==> config.mk <==
export PLATFORM = sky130hd
export DESIGN_NAME = vend_controller
export DESIGN_NICKNAME = d
export VERILOG_FILES = /design/src/rtl/vend_controller.sv
export SDC_FILE = /design/constraint.sdc
export NUM_CORES = 1
export LEC_CHECK = 0
export ABC_AREA = 1
export CORE_UTILIZATION = 55
export CTS_CLUSTER_SIZE = 20
export DETAILED_ROUTE_END_ITERATION = 10
export PLACE_DENSITY = 0.82
export SYNTH_ARGS = -nofsm -noshare
export SYNTH_HDL_FRONTEND = slang
export SYNTH_SLANG_ARGS = --single-unit
==> constraint.sdc <==
create_clock -name clk -period 3.3 [get_ports clk]
set_clock_uncertainty 0.15 [all_clocks]
set_input_delay 0.495 -clock clk [delete_from_list [all_inputs] [get_ports clk]]
set_output_delay 0.495 -clock clk [all_outputs]
set_load 0.01 [all_outputs]
==> src/rtl/vend_controller.sv <==
// ---------------------------------------------------------------------------
// vend_controller
//
// Coin-operated vending controller. Accepts 10/20/50 coins up to MAX_CREDIT,
// dispenses one of four priced items and pays change back as a sequence of
// 10-unit coins. A single FSM (IDLE, COLLECT, VEND, CHANGE) owns all state.
//
// Optional feature (macro VEND_TIMEOUT_EN):
//   When defined, COLLECT auto-refunds after TIMEOUT_CYCLES cycles without
//   coin_valid or sel_valid, pulsing timeout. When undefined, timeout is
//   constant 0 and COLLECT waits indefinitely.
//
// Parameters:
//   PRICE0..PRICE3  item prices (multiples of 10)
//   MAX_CREDIT      highest credit accepted (multiple of 10, <= 250)
//   TIMEOUT_CYCLES  COLLECT inactivity limit (VEND_TIMEOUT_EN only)
//
// Ports:
//   clk          rising-edge clock
//   reset        synchronous active-high reset
//   coin_valid   coin presented this cycle
//   coin         00=10, 01=20, 10=50, 11=invalid
//   sel_valid    product selection presented this cycle
//   sel          selected item 0..3
//   cancel       refund request
//   vend_ack     dispense completed
//   change_ack   one 10-unit coin ejected
//   credit       current credit
//   vend_req     dispense request (high in VEND)
//   vend_item    item being dispensed
//   change_req   payout request (high in CHANGE)
//   coin_reject  one-cycle pulse, coin returned
//   sel_reject   one-cycle pulse, selection refused
//   busy         high in VEND and CHANGE
//   timeout      one-cycle pulse on inactivity expiry
// ---------------------------------------------------------------------------
module vend_controller #(
    parameter int PRICE0         = 40,
    parameter int PRICE1         = 30,
    parameter int PRICE2         = 60,
    parameter int PRICE3         = 80,
    parameter int MAX_CREDIT     = 150,
    parameter int TIMEOUT_CYCLES = 16
) (
    input  logic       clk,
    input  logic       reset,
    input  logic       coin_valid,
    input  logic [1:0] coin,
    input  logic       sel_valid,
    input  logic [1:0] sel,
    input  logic       cancel,
    input  logic       vend_ack,
    input  logic       change_ack,
    output logic [7:0] credit,
    output logic       vend_req,
    output logic [1:0] vend_item,
    output logic       change_req,
    output logic       coin_reject,
    output logic       sel_reject,
    output logic       busy,
    output logic       timeout
);

    localparam logic [1:0] ST_IDLE    = 2'd0;
    localparam logic [1:0] ST_COLLECT = 2'd1;
    localparam logic [1:0] ST_VEND    = 2'd2;
    localparam logic [1:0] ST_CHANGE  = 2'd3;

    logic [1:0] state;

    // Coin value decode; the invalid code maps to 0 and is flagged separately.
    logic [7:0] coin_val;
    logic       coin_ok;
    logic [8:0] coin_sum;
    logic [7:0] price;

    always_comb begin
        coin_val = 8'd0;
        coin_ok  = 1'b1;
        case (coin)
            2'b00:   coin_val = 8'd10;
            2'b01:   coin_val = 8'd20;
            2'b10:   coin_val = 8'd50;
            default: coin_ok  = 1'b0;
        endcase
    end

    // Nine bits so an overflowing sum is compared, not wrapped.
    assign coin_sum = {1'b0, credit} + {1'b0, coin_val};

    always_comb begin
        price = 8'(PRICE0);
        case (sel)
            2'd0:    price = 8'(PRICE0);
            2'd1:    price = 8'(PRICE1);
            2'd2:    price = 8'(PRICE2);
            default: price = 8'(PRICE3);
        endcase
    end

`ifdef VEND_TIMEOUT_EN
    localparam int TW = (TIMEOUT_CYCLES > 1) ? $clog2(TIMEOUT_CYCLES) : 1;
    localparam logic [TW-1:0] IDLE_LAST = TW'(TIMEOUT_CYCLES - 1);

    logic [TW-1:0] idle_cnt;
    logic          timeout_r;

    assign timeout = timeout_r;
`else
    assign timeout = 1'b0;
`endif

    // Level outputs decode straight from the state flops, so they remain
    // registered outputs without a second copy of the state.
    assign vend_req   = (state == ST_VEND);
    assign change_req = (state == ST_CHANGE);
    assign busy       = (state == ST_VEND) || (state == ST_CHANGE);

    always_ff @(posedge clk) begin
        if (reset) begin
            state       <= ST_IDLE;
            credit      <= '0;
            vend_item   <= '0;
            coin_reject <= 1'b0;
            sel_reject  <= 1'b0;
`ifdef VEND_TIMEOUT_EN
            idle_cnt    <= '0;
            timeout_r   <= 1'b0;
`endif
        end else begin
            coin_reject <= 1'b0;
            sel_reject  <= 1'b0;
`ifdef VEND_TIMEOUT_EN
            // Cleared every cycle unless COLLECT sees an idle cycle below.
            idle_cnt    <= '0;
            timeout_r   <= 1'b0;
`endif
            case (state)
                ST_IDLE: begin
                    if (coin_valid) begin
                        if (coin_ok && (coin_sum <= 9'(MAX_CREDIT)) ) begin
                            credit <= coin_val;
                            state  <= ST_COLLECT;
                        end else begin
                            coin_reject <= 1'b1;
                        end
                    end
                end

                ST_COLLECT: begin
                    // Priority: cancel > coin > sel.
                    if (cancel) begin
                        state <= ST_CHANGE;
                        if (coin_valid)
                            coin_reject <= 1'b1;
                    end else if (coin_valid) begin
                        if (coin_ok && (coin_sum <= 9'(MAX_CREDIT)))
                            credit <= coin_sum[7:0];
                        else
                            coin_reject <= 1'b1;
                    end else if (sel_valid) begin
                        if (credit >= price) begin
                            vend_item <= sel;
                            credit    <= credit - price;
                            state     <= ST_VEND;
                        end else begin
                            sel_reject <= 1'b1;
                        end
                    end
`ifdef VEND_TIMEOUT_EN
                    else if (idle_cnt == IDLE_LAST) begin
                        timeout_r <= 1'b1;
                        state     <= ST_CHANGE;
                    end else begin
                        idle_cnt <= idle_cnt + 1'b1;
                    end
`endif
                end

                ST_VEND: begin
                    if (coin_valid)
                        coin_reject <= 1'b1;
                    if (vend_ack)
                        state <= (credit != 8'd0) ? ST_CHANGE : ST_IDLE;
                end

                default: begin // ST_CHANGE
                    if (coin_valid)
                        coin_reject <= 1'b1;
                    if (credit == 8'd0) begin
                        state <= ST_IDLE;
                    end else if (change_ack) begin
                        credit <= credit - 8'd10;
                        if (credit == 8'd10)
                            state <= ST_IDLE;
                    end
                end
            endcase
        end
    end

endmodule

# Word-level counts from Yosys, hierarchy flattened
# Cells that the tools add are included.
# W data, S select, Z words.
[op_classes]
add_sub_neg = 3
order_cmp = 2
eq_ne = 19
mux = 31
bitwise_logic = 5
reduce_logical = 15
[ops]
columns = ["op", "count"]
rows = [
  ["$mux W8", 9],
  ["$pmux W8 S3", 1],
  ["$mux W2", 11],
  ["$pmux W7 S3", 1],
  ["$ne A3 B3 Y1 const B", 6],
  ["$pmux W6 S3", 1],
  ["$reduce_bool A5 Y1", 2],
  ["$add A8 B8 Y9", 1],
  ["$le A9 B8 Y1 const B", 1],
  ["$reduce_and A9 Y1", 1],
  ["$eq A2 B2 Y1 const B", 4],
  ["$eq A8 B4 Y1 const B", 1],
  ["$ge A8 B8 Y1", 1],
  ["$logic_not A8 Y1", 1],
  ["$ne A2 B2 Y1 const B", 4],
  ["$reduce_and A8 Y1", 1],
  ["$reduce_bool A8 Y1", 1],
  ["$sub A8 B4 Y8 const B", 1],
  ["$sub A8 B8 Y8", 1],
  ["$eq A2 B1 Y1 const B", 3],
  ["$logic_not A2 Y1", 3],
  ["$mux W1", 6],
  ["$pmux W2 S3", 1],
  ["$not A1 Y1", 5],
  ["8 further kinds", 8],
]
[totals]
reg_bits = 14
word_cells = 80

# Logic depth before layout (Yosys ltp)
[depth]
word_depth = 9
depth_mapped = 21

# Least setup slack after synthesis
# No wires, ideal clock.
[synth_timing]
path_kind = "input port to flip-flop"
start = "in coin[0]"
end = "reg credit[4]"
arrival_time_ns = 2.478
required_time_ns = 3.035
slack_ns = 0.556
path_stages = 20
n_path_buf = 1
path_cell_list = "inv_1 -> ha_1 -> nor2_1 -> nor2_1 -> ha_1 -> fa_1 -> nand3b_1 -> nand2_1 -> inv_2 -> nand3_1 -> nand2_1 -> inv_1 -> nand2_1 -> nand2_2 -> nand2_2 -> nand2_4 -> buf_6 -> nand3_1 -> nand2_1 -> nor2_1"
[synth_between]
elab_chain_cells = 7
[synth_lines]
columns = ["item", "line_no", "text"]
rows = [
  ["from (decl)", "48", "input logic [1:0] coin,"],
  ["$eq A2 B2 Y1 (tied with other cells)", "80", "case (coin)"],
  ["$pmux W6 S3", "80", ""],
  ["$add A8 B8 Y9", "89", "assign coin_sum = {1'b0, credit} + {1'b0, coin_val};"],
  ["$le A9 B8 Y1 / $mux W8 (equally long branches)", "141, 157", ""],
  ["$logic_and A1 B1 Y1 / $mux W8 (equally long branches)", "141, 157, 156", ""],
  ["$ne A3 B3 Y1 (no line) (tied with other cells)", "n/a", ""],
  ["$reduce_and A9 Y1 (no line) / $pmux W8 S3 (equally long branches)", "n/a", ""],
  ["to (signal assigned)", "142", "credit <= coin_val;"],
  ["to (signal assigned)", "158", "credit <= coin_sum[7:0];"],
  ["to (signal assigned)", "164", "credit <= credit - price;"],
  ["to (decl)", "54", "output logic [7:0] credit,"],
]
# Several ways; a longest one is shown, not always the timed one. The select of a mux whose other input is x is not followed.
# A chain may end at the register's enable or synchronous reset.

# Worst setup path in the final report
[layout_timing]
start = "in coin[0]"
end = "reg credit[3]"
# Same word-level chain as after synthesis.

==> impl_results.md <==
- Routed wl met2: roughly 2000 µm
- R2r endpoint: credit[3]
- Final Core Density: a little under three quarters
- Post-DRT Antenna Nets: 0
- Hold WC Path Type: reg -> reg
- Max Root-Sink Buffers: 2
- Mux cell area share after synthesis: 0%
- F_max: 326 MHz
- Seq cells post-synth: 13
- Root Driver: clkbuf_4
- RSZ-0062 raised after global routing: false
- Post-CTS setup buffer count: 0
- Main synth FF type: dfxtp_1
- CTS resizes: 0
- Initial antenna violation count: 0
- EDFF count, synth: 0
- Clock-pin transition on the worst setup and hold timing paths: ~80 ps
- CTS Hold Bufs: 0
- Sink Count: 13
- Syn Inst Count: ~280
- Ant. Diodes: 0
- P_leak: ~1.1 nW
- Cells on worst reg2reg path: 10
- Avg Vias per Cell: roughly 5.4
- Total wire length: 4290 µm
- Grt total ovfl: 0
- Max-slew violation count: 0
- Placed wire-length estimate: ~3500 µm
- Synthesis Warnings: 0
- Filler cells: about 270
- Worst endpoint required time: between 3000 and 4000 ps
- Pin count of the biggest net entering global routing: 15
- Syn Area/Cell: 6.23 µm²
- Worst Hold Depth: 2
- Worst-Margin Slew: 620 ps
- Fin crit share: between 90 and 100%
- Die width: a little under 60 µm
- DRC viols: 0
- Vias in the first global route: 1,579
- Core area: 0.00288 mm²
- Drt wl/cell: roughly 12 µm
- Hold EP: vend_item[1]
- TritonRoute pass-1 iters: 4
- Arrival time worst endpoint: between 3000 and 4000 ps
- CTS tree: built
- Setup crit start kind: input pin
- Initial Util: around three fifths
- Status: completed
- M1 WL: 1980 µm
- Ports: 27
- Vias: around 1,900
- Seq/Total Area, Yosys: ~15%
- DP Cell Count: approximately 340
- Peak fanout along the critical path: 14
- Die area: ~0.0034 mm²
- Area share of fa/ha/maj cells after synthesis: between 10% and 20%
- Top Metal Used: met4
- Xor/xnor cell area share of the yosys netlist: under 10%
- Share of layout cells above drive strength 1: approximately 8.6%
- R2r startpoint: credit[3]
- Power Density: about 840 mW/mm²
- Die Y: 58.1 µm
- CP Capture Type: flop
- Setup CP Type: in -> reg
- Area growth syn-to-layout: 17.7%
- Layout net count: 341
- Core Rows: 19
- Register area: 260 µm²
- Complex-gate fraction of the synthesized area: between 10% and 20%
- Area occupied by multi-input gates: 0.00125 mm²
- Fin. Hold Viols: 0
- VDD IR max: 0.000603 V
- WL met3: 263 µm
- Clock Latency Late Sink: roughly 270 ps
- GPL Wtd Cong: between 0.8 and 0.9
- H-tree depth: 1
- PortBufs: 24
- Flop2flop setup slack: between 800 and 900 ps
- Max-cap violation count: 0
- Fin crit period: 3070 ps
- Unique masters post-synth: 38
- Cell Area, Synth: between 0.0015 and 0.002 mm²
- Total Power Consumption: 0.00171 W
- Global-route wire length before repair: about 6700 µm
- Max_slew headroom: about three fifths
- DRT iter0 DRCs: between 100 and 150
- Finish-stage setup viols: 0
- Non-Filler Instances: roughly 350
- Hold wc startpoint: vend_item[1]
- GRT Total Usage: about a quarter
- Simple logic cell fraction of the synthesized area: about a third
- Post-synth ARST share: 0%
- CTS Buf Count: 3
- Largest family of logic cells by synthesized area: simple AND/OR/NAND/NOR gates
layout by cell type (no fill, tap or decap), drive strengths merged:
master / count
a21boi: 1
a21o: 1
a21oi: 25
a221oi: 2
a31oi: 3
and2: 1
buf: 6
clkbuf: 4
clkdlybuf4s50: 24
clkinv: 1
conb: 2
dfxtp: 13
fa: 2
ha: 23
inv: 42
nand2: 74
nand3: 25
nand3b: 2
nand4: 7
nor2: 25
nor3: 1
nor4: 1
o2111ai: 1
o211ai: 1
o21ai: 12
o221ai: 1
o311ai: 1
xnor2: 2
xor2: 1
registers in the layout, indices dropped and copies added, names as in the netlist:
signal       flops
coin_reject      1
credit           7
sel_reject       1
state            2
vend_item        2
metal layers:
layer  GRT usage (%)  up-vias
li1                -      960
met1            34.0      813
met2            44.3       82
met3            3.35        6
met4            5.10        0
met5               0        -
cells in the mapped netlist (3+ instances only):
| cell | instances | share of area [%] |
|---|---|---|
| inv_2 | 4 | 0.87 |
| o21ai_0 | 11 | 3.2 |
| ha_1 | 23 | 17 |
| nand4_1 | 7 | 2.5 |
| nand3_1 | 24 | 6.9 |
| a21oi_1 | 24 | 6.9 |
| nand2_1 | 67 | 15 |
| nand2_2 | 5 | 1.8 |
| clkbuf_1 | 3 | 0.65 |
| nor2_1 | 23 | 5.0 |
| buf_4 | 3 | 1.3 |
| inv_1 | 37 | 8.0 |
| a31oi_1 | 3 | 1.1 |
| dfxtp_1 | 13 | 15 |
cell families (layout without fill, tap and decap cells):
kind of cell | Yosys count | after routing
adder cells (fa/ha/maj) | 25 | 25
XOR/XNOR | 3 | 3
AND/OR/NAND/NOR | 136 | 136
AO/OA/AOI/OAI | 48 | 48
buffers and inverters | 52 | 77
flip-flops | 13 | 13
other | 1 | 2
how the worst max path moves through the flow:
stage | start | endpoint | slack [ps] | depth (start not counted)
after floorplan | coin[0] | credit[4] | 560 | 20
after global placement | coin[0] | credit[2] | 30 | 19
after detailed placement | coin[0] | credit[3] | -30 | 20
after CTS | coin[0] | credit[7] | 250 | 19
after global routing | coin[1] | credit[2] | 70 | 20
final | coin[0] | credit[3] | 230 | 19
worst max-delay path, cell delays in order:
cell and delay [ps]:
clkdlybuf4s50_1 480, inv_1 80, ha_1 220, nor2_1 90, nor2_1 70, ha_1 200
fa_1 440, nand4_1 170, nand3b_1 90, nand2_1 110, nand2_1 60, inv_1 50
nand2_1 60, nand2_2 70, nand2_2 70, nand2_4 140, nand3_1 90, nand2_1 70
nor2_1 50
through the flow:
stage | hold WS (ps) | area [µm²] | setup slack, ps | setup TNS, ps
6_report | 407 | 2040 | 231 | 0
5_1_grt | 428 | 2040 | 69.7 | 0
4_1_cts | 408 | 2040 | 255 | 0
3_5_place_dp | 385 | 2010 | -33.0 | -175
3_3_place_gp | 380 | 2010 | 33.1 | 0
2_1_floorplan | 348 | 1740 | 556 | 0
cell type report:
type | count | area share [%]
clock buffers | 4 | 1.29
inverters | 43 | 8.04
multi-input cells | 214 | 61.3
flip-flops and latches | 13 | 12.8
well taps | 42 | 2.58
repair buffers | 30 | 14.0
power by group:
group | leakage (nW) | switching [W] | total, W | internal [W]
Clock | 0.0150 | 0.0000488 | 0.0000957 | 0.0000469
Sequential | 0.107 | 0.000136 | 0.000351 | 0.000215
Combinational | 0.947 | 0.000752 | 0.00126 | 0.000510
Note: power is estimated with default switching activity, not from simulation.
